==> src/rtl/pic_pkg.sv <==
// pic_pkg: shared types and constants for the CPU-side 8259 INTA master.
// Holds the INTA state enum, CALL opcode and pulse counts per CPU mode.
package pic_pkg;

  typedef enum logic [2:0] {
    IDLE,
    SYNC,
    PULSE_LOW,
    GAP,
    DELIVER
  } inta_state_t;

  localparam logic [7:0] PIC_CALL_OPCODE = 8'hCD;
  localparam logic [1:0] PIC_PULSES_8086 = 2'd2;
  localparam logic [1:0] PIC_PULSES_8080 = 2'd3;

  function automatic int pic_max(input int a, input int b);
    return (a > b) ? a : b;
  endfunction

endpackage

==> src/rtl/pic_interrupt_acknowledge_master_timer.sv <==
// pic_inta_pulse_timer: down-counter timing INTA low and gap phases.
// Ports: clock, reset (sync), load/load_value (start phase), done (count==0).
module pic_inta_pulse_timer #(
  parameter int W = 2
) (
  input  logic         clock,
  input  logic         reset,
  input  logic         load,
  input  logic [W-1:0] load_value,
  output logic         done
);

  logic [W-1:0] count_q;

  always_ff @(posedge clock) begin
    if (reset) begin
      count_q <= '0;
    end else if (load) begin
      count_q <= load_value;
    end else if (count_q != '0) begin
      count_q <= count_q - W'(1);
    end
  end

  assign done = (count_q == '0);

endmodule

==> src/rtl/pic_interrupt_acknowledge_master.sv <==
// pic_interrupt_acknowledge_master: runs the INTA pulse train for an 8259,
// captures the bus bytes and hands vector / CALL address to the CPU.
// Ports: clock, reset (sync, high), interrupt_enable, interrupt_to_cpu,
//   data_bus_in[7:0], interrupt_acknowledge_n, busy, vector[7:0],
//   call_address[15:0], call_opcode_error, vector_valid, vector_ready.
module pic_interrupt_acknowledge_master
  import pic_pkg::*;
#(
  parameter int INTA_LOW_CYCLES = 2,
  parameter int INTA_GAP_CYCLES = 2,
  parameter int MODE_8080       = 0
) (
  input  logic        clock,
  input  logic        reset,
  input  logic        interrupt_enable,
  input  logic        interrupt_to_cpu,
  input  logic [7:0]  data_bus_in,
  output logic        interrupt_acknowledge_n,
  output logic        busy,
  output logic [7:0]  vector,
  output logic [15:0] call_address,
  output logic        call_opcode_error,
  output logic        vector_valid,
  input  logic        vector_ready
);

  localparam int CW =
    $clog2(pic_max(INTA_LOW_CYCLES, INTA_GAP_CYCLES) + 1);
  localparam logic [CW-1:0] LOW_LOAD = CW'(INTA_LOW_CYCLES - 1);
  localparam logic [CW-1:0] GAP_LOAD = CW'(INTA_GAP_CYCLES - 1);
  localparam logic [1:0] LAST_IDX = (MODE_8080 != 0)
    ? PIC_PULSES_8080 - 2'd1
    : PIC_PULSES_8086 - 2'd1;

  inta_state_t   state_q;
  inta_state_t   state_d;
  logic [1:0]    pulse_idx_q;
  logic [7:0]    byte0_q;
  logic [7:0]    byte1_q;
  logic          tmr_load;
  logic [CW-1:0] tmr_value;
  logic          tmr_done;
  logic          pulse_end;
  logic          last_end;

  pic_inta_pulse_timer #(
    .W(CW)
  ) u_timer (
    .clock      (clock),
    .reset      (reset),
    .load       (tmr_load),
    .load_value (tmr_value),
    .done       (tmr_done)
  );

  // All strobes decode straight from the state register.
  assign interrupt_acknowledge_n = (state_q != PULSE_LOW);
  assign busy = (state_q == PULSE_LOW) || (state_q == GAP) ||
                (state_q == DELIVER);
  assign vector_valid = (state_q == DELIVER);
  assign last_end = pulse_end && (pulse_idx_q == LAST_IDX);

  always_ff @(posedge clock) begin
    if (reset) begin
      state_q <= IDLE;
    end else begin
      state_q <= state_d;
    end
  end

  always_comb begin
    state_d   = state_q;
    tmr_load  = 1'b0;
    tmr_value = '0;
    pulse_end = 1'b0;
    unique case (state_q)
      IDLE: begin
        if (interrupt_to_cpu && interrupt_enable && !vector_valid) begin
          state_d = SYNC;
        end
      end
      SYNC: begin
        if (interrupt_to_cpu && interrupt_enable) begin
          state_d   = PULSE_LOW;
          tmr_load  = 1'b1;
          tmr_value = LOW_LOAD;
        end else begin
          state_d = IDLE;
        end
      end
      PULSE_LOW: begin
        if (tmr_done) begin
          pulse_end = 1'b1;
          if (pulse_idx_q == LAST_IDX) begin
            state_d = DELIVER;
          end else begin
            state_d   = GAP;
            tmr_load  = 1'b1;
            tmr_value = GAP_LOAD;
          end
        end
      end
      GAP: begin
        if (tmr_done) begin
          state_d   = PULSE_LOW;
          tmr_load  = 1'b1;
          tmr_value = LOW_LOAD;
        end
      end
      DELIVER: begin
        if (vector_ready) begin
          state_d = IDLE;
        end
      end
      default: state_d = IDLE;
    endcase
  end

  // Early bytes are staged so the visible outputs only change on the
  // edge that raises vector_valid.
  always_ff @(posedge clock) begin
    if (reset) begin
      pulse_idx_q       <= '0;
      byte0_q           <= '0;
      byte1_q           <= '0;
      vector            <= '0;
      call_address      <= '0;
      call_opcode_error <= 1'b0;
    end else begin
      if (state_q == IDLE) begin
        pulse_idx_q <= '0;
      end else if (pulse_end && !last_end) begin
        pulse_idx_q <= pulse_idx_q + 2'd1;
      end
      if (pulse_end && pulse_idx_q == 2'd0) begin
        byte0_q <= data_bus_in;
      end
      if (pulse_end && pulse_idx_q == 2'd1) begin
        byte1_q <= data_bus_in;
      end
      if (last_end) begin
        if (MODE_8080 != 0) begin
          vector            <= byte0_q;
          call_address      <= {data_bus_in, byte1_q};
          call_opcode_error <= (byte0_q != PIC_CALL_OPCODE);
        end else begin
          vector            <= data_bus_in;
          call_address      <= '0;
          call_opcode_error <= 1'b0;
        end
      end
    end
  end

endmodule

==> config.mk <==
export PLATFORM = sky130hd
export DESIGN_NAME = pic_interrupt_acknowledge_master
export DESIGN_NICKNAME = d
export VERILOG_FILES = /design/src/rtl/pic_pkg.sv /design/src/rtl/pic_interrupt_acknowledge_master_timer.sv /design/src/rtl/pic_interrupt_acknowledge_master.sv
export SDC_FILE = /design/constraint.sdc
export NUM_CORES = 1
export LEC_CHECK = 0
export ABC_AREA = 1
export CAP_MARGIN = 15
export CORE_MARGIN = 2
export CORE_UTILIZATION = 43
export DETAILED_ROUTE_END_ITERATION = 6
export PLACE_DENSITY = 0.83
export SLEW_MARGIN = 40
export SYNTH_ARGS = -nofsm -noshare
export SYNTH_HDL_FRONTEND = slang
export SYNTH_SLANG_ARGS = --single-unit
export TNS_END_PERCENT = 30
==> constraint.sdc <==
create_clock -name clock -period 3.2 [get_ports clock]
set_input_delay 0.48 -clock clock [delete_from_list [all_inputs] [get_ports clock]]
set_output_delay 0.48 -clock clock [all_outputs]
set_load 0.03 [all_outputs]
======== Word-level counts from Yosys, hierarchy flattened ========
Cells that the tools add are included.
cells by class
  add/subtract/negate cells ............... 2
  eq/ne operators ......................... 10
  multiplexer cells ....................... 20
  reductions and logical operators ........ 14
operator list
  cell                                                 number
  two-way mux 3 bit                                    5
  case mux 3 bit (5 select lines)                      1
  two-way mux 1 bit                                    9
  equality test 3 x 2 -> 1 bit, second input constant  2
  two-way mux 2 bit                                    3
  != test 2 bit, second input constant                 3
  case mux 1 bit (3 select lines)                      2
  logical AND 1 bit                                    4
  AND reduction 4 bit                                  1
  nonzero test 2 bit                                   2
  equality test 3 x 1 -> 1 bit, second input constant  1
  equality test 3 bit, second input constant           1
  logical NOT 3 bit                                    1
  != test 3 x 2 -> 1 bit, second input constant        1
  adder 2 x 1 -> 2 bit, second input constant          1
  equality test 2 x 1 -> 1 bit, second input constant  1
  logical NOT 1 bit                                    2
  logical NOT 2 bit                                    1
  logical OR 1 bit                                     2
  != test 2 x 1 -> 1 bit, second input constant        1
  OR reduction 2 bit                                   1
  subtractor 2 x 1 -> 2 bit, second input constant     1
word-level totals
  register bits after elaboration ......... 15
  bits of input ports ..................... 13
  output and inout bits ................... 28
  logic and storage cells ................. 50

======== Logic depth before layout (Yosys ltp) ========
Gate-level depths: netlist of run 1.
  depth after elaboration ................. 6
  mapped depth ............................ 9
  depth with buffers taken out ............ 8

======== Modules after synthesis ========
Synthesis of run 1 repeated with hierarchy kept, for this count alone.
second synthesis, totals
  cells, all modules ...................... 122
  area total of the unflattened synthesis .. 857.1 um^2
modules (own cells, without submodules)
  module                            instances  cells each  area each (um^2)  sequential area each (um^2)
  pic_interrupt_acknowledge_master  1          105         743.2             260.2
  pic_inta_pulse_timer              1          17          113.9             40.0

======== Worst setup path after synthesis of run 1 ========
Ideal clock, no wire load.
  kind .................................... reg-to-output
  start ................................... reg state_q[0]
  end ..................................... out busy
  arrival ................................. 1293 ps
  required time ........................... 2720 ps
  path slack .............................. 1427 ps
  cell stages (with the launch flop) ...... 4
  path buffers ............................ 0
  cell sequence ........................... dfxtp_1 nor2_1 inv_1 o21ai_0
between the ends
  word-level cells in the longest chain between the ends .. 3
  elaborated cells between the ends (all ways) .. 5
  those cells by class .................... eq/ne (3); reduce/logical (2)
ends and longest elaborated chain
  what                          line                                    RTL
  from (decl)                   pic_interrupt_acknowledge_master.sv:35  inta_state_t state_q;
  from (signal assigned)        pic_interrupt_acknowledge_master.sv:67  state_q <= state_d;
  equality test 3 x 2 -> 1 bit  pic_interrupt_acknowledge_master.sv:58  assign busy = (state_q == PULSE_LOW) || (state_q == GAP) ||
  logical OR 1 bit              pic_interrupt_acknowledge_master.sv:58
  logical OR 1 bit *            pic_interrupt_acknowledge_master.sv:58
  to (decl)                     pic_interrupt_acknowledge_master.sv:19  output logic busy,
Every way passes the cells marked *; elsewhere a longest branch is shown, timed or not.

======== Final worst setup path of run 1 ========
Same ends and word-level chain as after synthesis.

==> results of run 1 <==
[worst max path at each step]
stage,startpoint,endpoint,slack (ps),depth (start not counted)
after floorplan,state_q[0]$_SDFFE_PP0P_,busy,1430,3
after global placement,state_q[0]$_SDFFE_PP0P_,busy,1260,4
after detailed placement,state_q[0]$_SDFFE_PP0P_,busy,1210,4
after CTS,state_q[0]$_SDFFE_PP0P_,busy,870,4
after global routing,state_q[0]$_SDFFE_PP0P_,busy,780,4
final,state_q[0]$_SDFFE_PP0P_,busy,870,4
[placed cells by master (no fill, tap or decap), drive strengths merged]
cell and instances:
a21oi 11, clkbuf 3, clkdlybuf4s50 23, clkinv 1, conb 17, dfxtp 15, ha 2, inv 14
nand2 22, nand3 3, nand4 10, nor2 11, nor3b 1, o211ai 1, o21ai 4, xnor2 1
[power groups by stage]
stage	Clock (mW)	Combinational, mW	Sequential, mW
2_1_floorplan	0	0.182	0.216
3_3_place_gp	0	0.189	0.216
3_5_place_dp	0	0.195	0.218
4_1_cts	0.116	0.198	0.213
5_1_grt	0.123	0.218	0.216
6_report	0.111	0.195	0.213
[kinds of logic after synthesis]
family	after synthesis	synth area share, %
compound gates	16	11.4
xor+xnor	1	0.982
fa+ha+maj	2	2.80
buf+inv	35	24.3
flops	15	33.7
other cells	1	0.420
simple gates	47	26.5
[routing by layer]
metal	global-route usage (%)	vias to the layer above
met3	3.94	2
met1	17.3	330
met5	0	-
met2	25.3	35
met4	7.41	0
li1	-	392
[registers in the layout, summed over array words and instances, names as in the netlist]
signal	flops
u_timer.count_q	2
vector	8
state_q	3
pulse_idx_q	2
[worst max-delay path, stage by stage (launching register included)]
cell and delay, ps:
sky130_fd_sc_hd__dfxtp_1 380, sky130_fd_sc_hd__nor2_1 250, sky130_fd_sc_hd__inv_1 90, sky130_fd_sc_hd__o21ai_0 160, sky130_fd_sc_hd__clkdlybuf4s50_1 690
[stage by stage]
stage / utilization (%) / setup WS [ps] / instance area (um^2) / hold WS (ps) / total power, mW
2_1_floorplan: - / 1430 / 952 / 475 / 0.398
3_3_place_gp: 53.6 / 1260 / 1050 / 450 / 0.405
3_5_place_dp: 53.6 / 1210 / 1050 / 461 / 0.413
4_1_cts: 55.0 / 870 / 1080 / 473 / 0.527
5_1_grt: 55.0 / 781 / 1080 / 492 / 0.557
6_report: 55.0 / 866 / 1080 / 470 / 0.519
[area by class of cell]
class,instances,share of cell area (%)
Inverter,14,4.87
Clock inverter,1,0.463
Sequential cell,15,27.8
Clock buffer,3,2.09
Timing Repair Buffer,23,21.3
Multi-Input combinational cell,83,40.3
Tap cell,27,3.13
[cells in the mapped netlist, drive strengths merged]
cell type	number	share of area, %
conb	1	0.42
clkbuf	2	2.0
inv	14	5.9
o211ai	1	0.84
nand4	10	7.0
ha	2	2.8
o21ai	4	2.2
nor3b	1	0.84
nand3	3	3.1
a21oi	11	8.3
buf	19	16
xnor2	1	0.98
dfxtp	15	34
nor2	11	5.8
nand2	22	9.8
==> out/summary.md, run 1 <==
Data arrives at the worst endpoint at 1850 ps. The normalized max-slew margin was 63.7%; the number of flip-flops and latches in the synthesized netlist was 15. The initial utilization of the core area, before any placement, comes to 45.5%. The number of primary I/O pins was 41. The final max-slew violation count is 0.

The worst register-to-register path begins at u_timer.count_q[0]$_SDFFE_PP0P_. The detailed router put a total of 697 um of wire on met1. At the pin with the least slew margin, the transition time is 545 ps. During synthesis, Yosys emitted a total of 0 warnings. Internal power comes to 0.312 mW.

The largest clock skew in the final design is 3.87 ps. The endpoint identified for the worst register-to-register timing path is state_q[0]$_SDFFE_PP0P_. In this run the worst path has a maximum fanout of 5. The placed wire-length estimate was 1290 um; the overall routed net length was 1670 um. For this run, design rule violations remaining after detail routing come to 0.

Using the TritonRoute via totals, the vias-per-cell ratio works out to 4.57. The number of antenna diodes in the final layout is 0. At the worst endpoint, the required time is 2720 ps.

The tools report the number of global-route vias before repair as 695. The ratio of total power to cell area came out at 481 nW/um^2. The max capacitance violation total was 0. Clock-pin slew was measured on the worst setup and hold paths at 90 ps. In the final design database the tool counted 155 nets. The average routed wire per standard cell was 10.1 um. The run finished with clean final reports. The number of failing hold endpoints at the final stage is 0. For the final routed database, the setup TNS stands at 0 ps. The tools report the number of filler cells placed in the layout as 198. The master cell of the clock root buffer is sky130_fd_sc_hd__clkbuf_4. The relative area change from synthesis to final layout came out at 21.0%. Setup repair after global routing left no endpoint under its margin.

The initialized floorplan defines 16 standard-cell rows. For this run, the total global-route usage over all layers was measured as 15.0%. Sequential cells account for 41.1% of the total power. The switching power of the nets was 0.208 mW; the count of H-tree levels built during CTS was 1. Counting every sink on the clock net gives 15.

The tools report the number of standard cells in the final layout excluding fillers as 166. The layout cell share with drive strength beyond 1 came out at 12.2%. The tools report the cell total after placement as 162.

The highest achievable clock rate was 428 MHz. The number of buffers on the longest clock path was 2. The element type at the critical path start is a register.

In this run the tool buffered the top-level ports with 23 buffer cells. The die covers 2460 um^2. Summing every instance area after synthesis gives 892 um^2. For this run, the detailed router's first-pass iteration total came to 4. The setup path with the least slack is of type reg -> out. The number of hold buffers added after CTS was 0. VDD sags by at most 0.246 mV.

The shortest clock period the worst path allows after layout came out at 2330 ps. The logs give 0 for the number of antenna violations at the first check in global routing and 290 ps for the clock latency of the later-clocked register in the worst-skew pair. The hold path startpoint is vector[3]$_SDFFE_PP0P_.

After synthesis, flip-flops and latches occupy 33.7% of the total area. The floorplan step set the die width to 49.6 um. TritonCTS built the clock tree. The worst hold path terminates at vector[3]$_SDFFE_PP0P_.

The core region is 1960 um^2. The tools report the total length of routed met3 wires as 132 um. In this run, post-CTS repair resized a total of 0 instances. The die is 49.6 um tall. The cell count after synthesis came out at 117. The worst-case reg-to-reg path depth is 8.

Total setup buffers inserted after CTS: 0. Per report_power, the combinational group accounts for 37.6% of the total. A synthesized cell averages 7.62 um^2. After global routing the overflow that remains totals 0. For the area occupied by multi-input gates, the log shows 435 um^2. Signal routing reaches up to met4. The final RePlAce weighted congestion is 0.952, and the total number of vias is 759. The worst register-to-register path has a setup slack of 1670 ps.

The type of destination of the critical path was an output pin. For this design the static power due to leakage is 0.444 nW. The first global-routing pass estimated 2870 um of wire.

Entering global routing, the biggest net connects 15 pins. Setup violations remaining at the end of the flow were counted as 0. Met2 wire length: 831 um. The distinct cell type count of the synthesized netlist is 24, and the fraction of power spent switching nets is 40.0%. For the initial detailed-routing violation count, the log shows 31. Summing all flip-flop and latch instances after layout gives 300 um^2. The worst hold path class was reg -> reg. The worst path uses 72.9% of the clock period. The run gives 3 as the total clock buffers created by CTS. Cell depth of the worst hold path: 2. The fraction of power consumed by the clock network is 21.3%, and the count of antenna-violating nets left after detailed routing is 0.
Note: power is estimated with default switching activity, not from simulation.
==> run 2, diff against run 1 <==
--- a/config.mk
+++ b/config.mk
@@ -8,9 +8,9 @@
 export ABC_AREA = 1
 export CAP_MARGIN = 15
 export CORE_MARGIN = 2
-export CORE_UTILIZATION = 43
+export CORE_UTILIZATION = 40
 export DETAILED_ROUTE_END_ITERATION = 6
-export PLACE_DENSITY = 0.83
+export PLACE_DENSITY = 0.78
 export SLEW_MARGIN = 40
 export SYNTH_ARGS = -nofsm -noshare
 export SYNTH_HDL_FRONTEND = slang
==> constraint.sdc (replaced) <==
create_clock -name clock -period 2.3 [get_ports clock]
set_input_delay 0.345 -clock clock [delete_from_list [all_inputs] [get_ports clock]]
set_output_delay 0.345 -clock clock [all_outputs]
set_load 0.03 [all_outputs]
==> out/summary.md, run 2 (synthesis results as in run 1) <==
The ratio of total power to cell area is 661 nW/um^2 (+37%), and the die area is 2620 um^2 (+6.9%). The run gives 62.6% (-1.1 points) as the normalized max-slew margin. The number of input and output port buffers inserted is 23 (unchanged), and the part of the cycle the worst path needs is 91.1%. For the number of sinks driven by the clock tree, the log shows 15 (unchanged). The tools report the element type at the critical path start as a register. The total iterations of the first detailed-routing run came out at 4 (unchanged). The average routed wire per standard cell works out to 10.6 um (+5.9%).

The largest net degree at the start of global routing was 15 (unchanged). The slowest cell on the critical path is sky130_fd_sc_hd__clkdlybuf4s50_1. TritonCTS built the clock tree.

The type of the worst setup path is reg -> out. For the global-route wire length before repair, the log shows 2860 um (-0.49%). The logs give 0.356 mV (+44%) for the worst-case vdd ir drop and 0 (unchanged) for the final setup violation count. The largest registers in the layout are vector: 8 flops, state_q: 3 flops.

The horizontal extent of the die came out at 51.2 um (+3.4%). The tools report the placed wire-length estimate as 1370 um (+5.8%). The tools report the global-route total usage across every layer as 14.5% (-0.46 points).

The number of primary I/O pins was 41 (unchanged). The max capacitance violation total is 0 (unchanged). The logs give 0.720 mW (+39%) for the overall power of the completed layout and 0 (unchanged) for the number of failing hold endpoints at the final stage. The utilization of the core after routing was 50.2% (-4.8 points). The overall die height is 51.2 um (+3.4%), and the count of antenna-violating nets left after detailed routing is 0 (unchanged).

The actual transition at the worst max-transition pin was 561 ps (+16.2 ps); the largest stage delay on the critical path was 670 ps (-20 ps). The run gives 760 (+0.13%) as the total number of vias. The critical path goes through nor2_1 -> inv_1 -> nor2_1 -> clkdlybuf4s50_1.

The logs give 2170 um^2 (+11%) for the core footprint and 673 (-3.2%) for the number of global-route vias before repair. After layout, the minimum clock period comes to 2090 ps. Count of buffer and inverter cells on the critical path: 2 (unchanged).

Register with the highest flop count: vector. The hold-fix buffer count after cts was 0 (unchanged). For the count of standard-cell rows, the log shows 17 (+1). The total overflow reported by the global router was 0 (unchanged). The library cell used most frequently in the layout, excluding fill and tap cells, is sky130_fd_sc_hd__clkdlybuf4s50_1.

The run gives 0.911 (-4.3%) as the final RePlAce weighted congestion. The root buffer cell chosen for the clock tree is sky130_fd_sc_hd__clkbuf_4. The flow ran to the end, and the final reports show no timing, DRC or antenna violations. The leakage component of the power is 0.465 nW (+4.7%), and the net total in the final layout is 156 (+0.65%).

Layout cell share with drive strength beyond 1: 12.1% (-0.087 points). Flip-flop count of the largest register after layout: 8 (unchanged). The remaining design rule violation count was 0 (unchanged). Initial detailed-routing violation count: 18 (-42%).

The largest delay contributor family on the critical path was buffers and inverters. The path class of the tightest hold or removal check is reg -> reg. Setup repair after global routing left no endpoint under its margin. The relative area change from synthesis to final layout is 22.2%. Per-cell via count in the routed design: 4.52 (-1.1%). Data arrival time of the worst path: 1750 ps (-100 ps).

The largest clock skew in the final design is 1.40 ps (-2.47 ps), and the clock-pin slew of the registers on the worst-case setup and hold paths is 90 ps (about the same). The most repeated library cell on the critical path was sky130_fd_sc_hd__nor2_1. The top cell types in the final layout, fill and taps aside, are 22 x sky130_fd_sc_hd__clkdlybuf4s50_1, 20 x sky130_fd_sc_hd__nand2_1, 17 x sky130_fd_sc_hd__conb_1. The tools report the type of destination of the critical path as an output pin. The final antenna diode count is 0 (unchanged), and the cell total after placement is 164 (+1.2%). Count of H-tree levels built during CTS: 1 (unchanged).

Overall routed net length: 1790 um (+7.1%). Starting utilization of the core area: 41.1% (-4.4 points). The run gives 270 ps (-20 ps) as the clock latency of the later-clocked register in the worst-skew pair.

The largest driver fanout on the critical path was 5 (unchanged). The required time of the critical path was 1960 ps (-760 ps). The number of buffers on the longest clock path came out at 2 (unchanged).

The total clock buffers created by CTS is 3 (unchanged), and the number of antenna violations at the first check in global routing is 0 (unchanged). The tools report the final-layout setup total negative slack as 0 ps (unchanged). The logs give 0 (unchanged) for the final max-slew violation count and 168 (+1.2%) for the number of standard cells in the final layout excluding fillers. Derived from the worst setup path, the maximum achievable clock frequency is 477 MHz.
run 2: changes by cell type in the layout (fill, tap and decap cells not counted):
| cell | previous run | this run |
|---|---|---|
| sky130_fd_sc_hd__buf_4 | 0 | 1 |
| sky130_fd_sc_hd__clkdlybuf4s50_1 | 23 | 22 |
| sky130_fd_sc_hd__dlymetal6s2s_1 | 0 | 1 |
| sky130_fd_sc_hd__clkbuf_1 | 0 | 1 |
| sky130_fd_sc_hd__clkinv_2 | 1 | 0 |
run 2: tightest hold or removal path, stage by stage, from the launching register on:
cell                      delay, ps
sky130_fd_sc_hd__dfxtp_1        320
sky130_fd_sc_hd__nand2_1         60
sky130_fd_sc_hd__a21oi_1         50
run 2: repair_timing:
| action | 4_1_cts | 5_1_grt |
|---|---|---|
| setup buffers | 0 | 0 |
| setup endpoints to repair | 0 | 1 |
| gates resized for setup | 0 | 1 |
run 2: per-stage QoR:
stage | hold WS [ps] | instance area, um^2 | setup WS (ps)
global placement | 451 | 1060 | 501
finish | 462 | 1090 | 205
global route | 492 | 1090 | 72.3
floorplan | 475 | 952 | 662
detailed placement | 452 | 1060 | 445
CTS | 466 | 1090 | 115
run 2: power breakdown:
group	leakage, nW	switching [mW]	internal, mW
logic	0.328	0.189	0.0893
registers	0.121	0.0159	0.281
clock network	0.0150	0.0780	0.0671
total	0.465	0.283	0.437
run 2: worst paths after layout:
path                                   startpoint                       to  slack, ps  cells after the start
setup / recovery          state_q[0]$_SDFFE_PP0P_             vector_valid        210                      4
hold / removal             vector[5]$_SDFFE_PP0P_   vector[5]$_SDFFE_PP0P_        460                      2
hold reg to reg            vector[5]$_SDFFE_PP0P_   vector[5]$_SDFFE_PP0P_        460                      2
setup reg to reg  u_timer.count_q[0]$_SDFFE_PP0P_  state_q[0]$_SDFFE_PP0P_        770                      8
run 2: cell type report:
cell class	instances	area, um^2
Fill cell	228	1080
Multi-Input combinational cell	83	435
Sequential cell	15	300
Timing Repair Buffer	24	240
Inverter	14	52.6
Tap cell	28	35.0
Clock buffer	4	26.3
run 2: per-layer routing:
layer / vias up / global-route usage [%] / wire [um]
li1: 389 / - / -
met5: - / 0 / 0
met3: 2 / 3.51 / 154
met1: 340 / 17.9 / 772
met4: 0 / 8.33 / 16
met2: 29 / 22.9 / 845
